**src/rtl/fetch_buffer_stage.sv**
```systemverilog
// Instruction fetch stage with a small circular prefetch queue.
// Owns the fetch PC, drives a 1-cycle-latency synchronous IMEM port and hands
// decode stable {inst, pc} pairs. Branch redirect and flush discard everything
// buffered or in flight; branch wins when both arrive together.
module fetch_buffer_stage #(
  parameter int unsigned ADDR_W   = 8,
  parameter int unsigned Q_DEPTH  = 2,
  parameter logic [31:0] RESET_PC = 32'h0000_0000
) (
  input  logic              clk_i,
  input  logic              reset_i,
  input  logic              branch_i,
  input  logic [31:0]       pc_wb_i,
  input  logic              flush_i,
  input  logic              stall_i,
  output logic [ADDR_W-1:0] imem_addr_o,
  input  logic [31:0]       imem_data_i,
  output logic              valid_o,
  output logic [31:0]       inst_o,
  output logic [31:0]       pc_o,
  output logic [31:0]       fetch_pc_o
);
  localparam int unsigned PTR_W = $clog2(Q_DEPTH);
  localparam int unsigned CNT_W = PTR_W + 1;
  // Depth at the occupancy-sum width so the issue compare is width-matched.
  localparam logic [CNT_W:0] DEPTH_C = Q_DEPTH[CNT_W:0];

  logic [31:0]              r_fpc;
  logic                     r_req_v;
  logic [31:0]              r_req_pc;
  logic [Q_DEPTH-1:0][31:0] r_q_inst;
  logic [Q_DEPTH-1:0][31:0] r_q_pc;
  logic [PTR_W-1:0]         r_rd_ptr;
  logic [PTR_W-1:0]         r_wr_ptr;
  logic [CNT_W-1:0]         r_count;

  logic                     w_pop;
  logic                     w_push;
  logic                     w_issue;
  logic                     w_kill;
  logic [CNT_W:0]           w_occ;

  assign w_kill  = branch_i | flush_i;
  assign valid_o = (r_count != '0);
  assign w_pop   = valid_o & ~stall_i;
  // The returning word belongs to the tagged request unless it is being killed.
  assign w_push  = r_req_v & ~w_kill;

  // Occupancy next cycle if we issue now: buffered + in flight - leaving.
  // Never underflows: w_pop implies r_count >= 1.
  assign w_occ   = {1'b0, r_count}
                 + {{CNT_W{1'b0}}, r_req_v}
                 - {{CNT_W{1'b0}}, w_pop};
  assign w_issue = ~w_kill & (w_occ < DEPTH_C);

  // Outputs come only from registered state; idle head reads as zero.
  assign inst_o      = valid_o ? r_q_inst[r_rd_ptr] : 32'h0;
  assign pc_o        = valid_o ? r_q_pc[r_rd_ptr]   : 32'h0;
  assign imem_addr_o = r_fpc[ADDR_W+1:2];
  assign fetch_pc_o  = r_fpc;

  // Fetch PC and in-flight request tag; branch redirects, flush freezes.
  always_ff @(posedge clk_i or negedge reset_i) begin
    if (!reset_i) begin
      r_fpc    <= RESET_PC;
      r_req_v  <= 1'b0;
      r_req_pc <= 32'h0;
    end else if (branch_i) begin
      r_fpc   <= pc_wb_i & ~32'h3;
      r_req_v <= 1'b0;
    end else if (w_issue) begin
      r_req_v  <= 1'b1;
      r_req_pc <= r_fpc;
      r_fpc    <= r_fpc + 32'd4;
    end else begin
      r_req_v <= 1'b0;
    end
  end

  // Queue bookkeeping: pointers wrap at the power-of-two depth.
  always_ff @(posedge clk_i or negedge reset_i) begin
    if (!reset_i) begin
      r_rd_ptr <= '0;
      r_wr_ptr <= '0;
      r_count  <= '0;
    end else if (w_kill) begin
      r_rd_ptr <= '0;
      r_wr_ptr <= '0;
      r_count  <= '0;
    end else begin
      if (w_push) r_wr_ptr <= r_wr_ptr + PTR_W'(1);
      if (w_pop)  r_rd_ptr <= r_rd_ptr + PTR_W'(1);
      case ({w_push, w_pop})
        2'b10:   r_count <= r_count + CNT_W'(1);
        2'b01:   r_count <= r_count - CNT_W'(1);
        default: r_count <= r_count;
      endcase
    end
  end

  // Queue storage; contents are only observable through valid entries.
  always_ff @(posedge clk_i) begin
    if (w_push) begin
      r_q_inst[r_wr_ptr] <= imem_data_i;
      r_q_pc[r_wr_ptr]   <= r_req_pc;
    end
  end

endmodule
```
**config.mk**
```make
export PLATFORM = sky130hd
export DESIGN_NAME = fetch_buffer_stage
export DESIGN_NICKNAME = d
export VERILOG_FILES = /design/src/rtl/fetch_buffer_stage.sv
export SDC_FILE = /design/constraint.sdc
export NUM_CORES = 1
export LEC_CHECK = 0
export BUFFER_PORTS_ARGS = -buffer_cell sky130_fd_sc_hd__buf_2
export CORE_ASPECT_RATIO = 1.25
export CORE_MARGIN = 2
export CORE_UTILIZATION = 53
export CTS_BUF_LIST = sky130_fd_sc_hd__clkbuf_2
export DETAILED_ROUTE_END_ITERATION = 10
export MAX_ROUTING_LAYER = met4
export PLACE_DENSITY_LB_ADDON = 0.05
export REMOVE_ABC_BUFFERS = 1
export SLEW_MARGIN = 40
export SYNTH_ARGS = -nofsm -noshare
export SYNTH_HDL_FRONTEND = slang
export SYNTH_SLANG_ARGS = --single-unit
```
**constraint.sdc**
```tcl
create_clock -name clk_i -period 4.7 [get_ports clk_i]
set_input_delay 0.235 -clock clk_i [delete_from_list [all_inputs] [get_ports clk_i]]
set_output_delay 0.235 -clock clk_i [all_outputs]
set_load 0.02 [all_outputs]
```
==> summary.txt <==
Die
  – Chip height: 142 µm
  – Horizontal die dimension: 114 µm
  – Site Rows: 50
  – Core ar.: 14900 µm²
  – Die area: 16200 µm²
  – Number of top-level design ports: 174
  – Initial Util: 0.539

Clocking
  – CTS buffer count: 17
  – Clock Latency Late Sink: 0.75 ns
  – CTS clock-pin slew for the worst setup and hold paths: 0.25 ns
  – Postcts setup bufs: 0
  – Clock tree from TritonCTS: done
  – Number of resized instances in the post-cts repair step: 0
  – Count of hold buffers inserted by post-cts repair: 67
  – Clock sink count: approximately 190
  – Buffer depth of the longest clock path: 2
  – Number of H-tree levels: 4
  – Root buffer cell: clkbuf_2

Detailed routing
  – DRC marker count from the first detailed-route iteration: 513
  – Total Routed Length: about 19000 µm
  – Mean routed wirelength per cell: 17.7 µm
  – Vias: 5838
  – Post-route antenna net violation count: 0
  – DRC errors left: 0
  – Detailed Routing Iterations Pass 1: 5
  – Via density per instance: 5.51

STA
  – Relative max-transition margin: 0.479
  – Fin. Hold Viols: 0
  – Setup violations, final: 0
  – Fin crit period: 4.03 ns
  – Final-report max-slew violation count: 0
  – Worst hold slack: 0.183 ns
  – Fmax: 248 MHz
  – Setup repair after global routing missed its margin: false
  – Worst Tran Pin Value: around 0.78 ns
  – Ratio of final minimum period to clock period: 0.858
  – Worst clock skew: 0.0219 ns

Run status
  – Result of the run: complete, no violations

Synth
  – Synth async-reset ratio: 0.344
  – Leading register cell type out of synthesis: edfxtp_1
  – Average cell area after synthesis: 12.5 µm²
  – Number of warnings printed during yosys synthesis: 0
  – Synthesized instance count: 642
  – Count of unique library cells instantiated by Yosys: 55
  – Main area contributors after synthesis: edfxtp_1 46%, dfrtp_1 20%, mux2i_1 7.7%
  – Count of flip-flops with a built-in enable after synthesis: 124
  – Flip-flop and latch count after synthesis: 189
  – Area of the mapped netlist: approximately 8000 µm²
  – Fraction of synthesized cell area taken by the top area cell type: 0.464
  – Cell taking the most area after synthesis: edfxtp_1
  – Seq/Total Area, Yosys: 0.666

Finish
  – Synth-to-layout area growth: 24.0%
  – Fraction of layout instances using a drive strength above 1: 0.247
  – Post-Layout Inst Area: 9960 µm²
  – Fin nets: 936
  – Cell Count, Final, Fillers Out: 1060

Placement
  – Routability Congestion: ~0.85
  – Area after detailed placement: 9050 µm²
  – Number of buffers inserted by port buffering: 167
  – Cell count after placement: 960
  – Placed wire-length estimate after detailed placement: 12000 µm

Power
  – Power Total: ~3.2 mW
  – Share of total power in the clock network: 0.245
  – Total leakage power: 4.07 nW
  – Switching share of total power: 0.281
  – Net switching power: 0.905 mW
  – Gate power share: 0.134
  – Max IR drop VDD: 0.181 mV
  – Internal cell power: 2.32 mW
  – Power density cells: 324 nW/µm²
  – Sequential Power Share: 0.621

Global route
  – Overall track demand over capacity in global routing: 0.245
  – Wire length of the first global-routing pass: 29500 µm
  – Largest net degree at the start of global routing: 64
  – Antenna violations before repair: 1
  – Via count of the first global-routing pass: just under 6000
  – Total global routing overflow: 0

Worst hold path
  – Path type of the worst min-delay path: in2reg

Setup path
  – Setup crit start kind: flip-flop
  – Critical Path Sink Type: flip-flop
  – Worst Path Required: 5.36 ns
  – Data arrival time of the critical path: ~4.7 ns
  – Critical path type: reg2reg
  – Worst-path maximum fanout: 30

Run
  – Max Cap Viol: 0
-- cell type report --
cell class	count	area (µm²)
Sequential cell	189	5350
Fill cell	1138	4930
Multi-Input combinational cell	401	2440
Timing Repair Buffer	245	1670
Tap cell	182	228
Clock inverter	14	141
Clock buffer	18	90.1
Inverter	10	37.5
Antenna cell	1	2.50
-- per-stage QoR --
step,worst slack (ns),util,setup TNS [ns]
after floorplan,-1.57,-,-67.72
after CTS,0.692,0.669,0
after detailed placement,0.725,0.608,0
after global placement,0.883,0.600,0
final,0.668,0.669,0
after global routing,0.394,0.669,0
-- power groups by stage --
stage	registers [mW]	clock network [mW]	logic, mW
floorplan	2.06	0	0.179
finish	2.00	0.791	0.433
global route	2.02	0.885	0.477
CTS	2.00	0.819	0.435
global placement	2.03	0	0.372
detailed placement	2.04	0	0.390
-- state kept, by name, indices dropped and copies added, names as in the netlist --
signal	flops
r_req_v	1
r_q_inst	64
r_req_pc	30
r_count	2
r_rd_ptr	1
r_wr_ptr	1
fetch_pc_o	30
r_q_pc	60
-- cell usage in the layout, fill, tap and decap left out, types with 7 or more instances in the layout --
cell and instances:
nand4_1 9, dfrtp_1 64, nor3_1 16, dlygate4sd3_1 67, edfxtp_1 124, buf_2 167
nand3_1 14, o21ai_1 9, a221o_1 8, o311ai_1 15, clkbuf_2 18, nor2_1 70
inv_1 9, o21ai_0 7, nand2_1 110, mux2i_1 62
-- cell usage after synthesis (6+ instances only) --
| master | number |
|---|---|
| edfxtp_1 | 124 |
| nand2_1 | 110 |
| nor2_1 | 72 |
| dfrtp_1 | 65 |
| mux2i_1 | 62 |
| clkbuf_1 | 23 |
| nor3_1 | 16 |
| o311ai_1 | 15 |
| nand3_1 | 14 |
| buf_4 | 12 |
| inv_1 | 9 |
| nand4_1 | 9 |
| o21ai_1 | 9 |
| a221o_1 | 8 |
| buf_2 | 8 |
| o21ai_0 | 7 |
| a22oi_1 | 6 |
| and3_1 | 6 |
| or3_1 | 6 |
-- worst max-delay path, cell delays in order (launching register included) --
cell      delay [ns]
dfrtp_1         0.58
nor2_4          0.05
nor2_1          0.26
ha_1            0.29
nand2b_1        0.16
fa_1            0.48
or3b_1          0.50
or2_2           0.58
inv_2           0.57
nand2_1         0.16
o311ai_1        0.29
-- kinds of logic after synthesis --
logic type	count (synthesis)	synth area share
flip-flops	189	0.666
adder cells (fa/ha/maj)	3	0.00561
buffers and inverters	55	0.0344
AND/OR/NAND/NOR	258	0.145
other	1	0.000467
multiplexers	62	0.0773
AO/OA/AOI/OAI	68	0.0642
XOR/XNOR	6	0.00655
-- metal layers --
metal / part of all wire / GRT usage / vias to the layer above
met5: 0 / - / -
met4: 0.020 / 0.0866 / 0
met3: 0.057 / 0.0513 / 32
met2: 0.51 / 0.408 / 211
met1: 0.41 / 0.297 / 2804
li1: - / - / 2791
-- final timing paths --
path | start | endpoint | slack, ns | depth (start not counted)
max | r_count[1] | fetch_pc_o[17] | 0.67 | 10
max in group asynchronous | reset_i | r_rd_ptr | 3.65 | 5
min | imem_data_i[5] | r_q_inst[5] | 0.18 | 2
min reg2reg | r_req_pc[16] | r_q_pc[48] | 0.51 | 0
max reg2reg | r_count[1] | fetch_pc_o[17] | 0.67 | 10
min in group asynchronous | reset_i | r_req_v | 0.50 | 4
(Power assumes the default switching activity.)
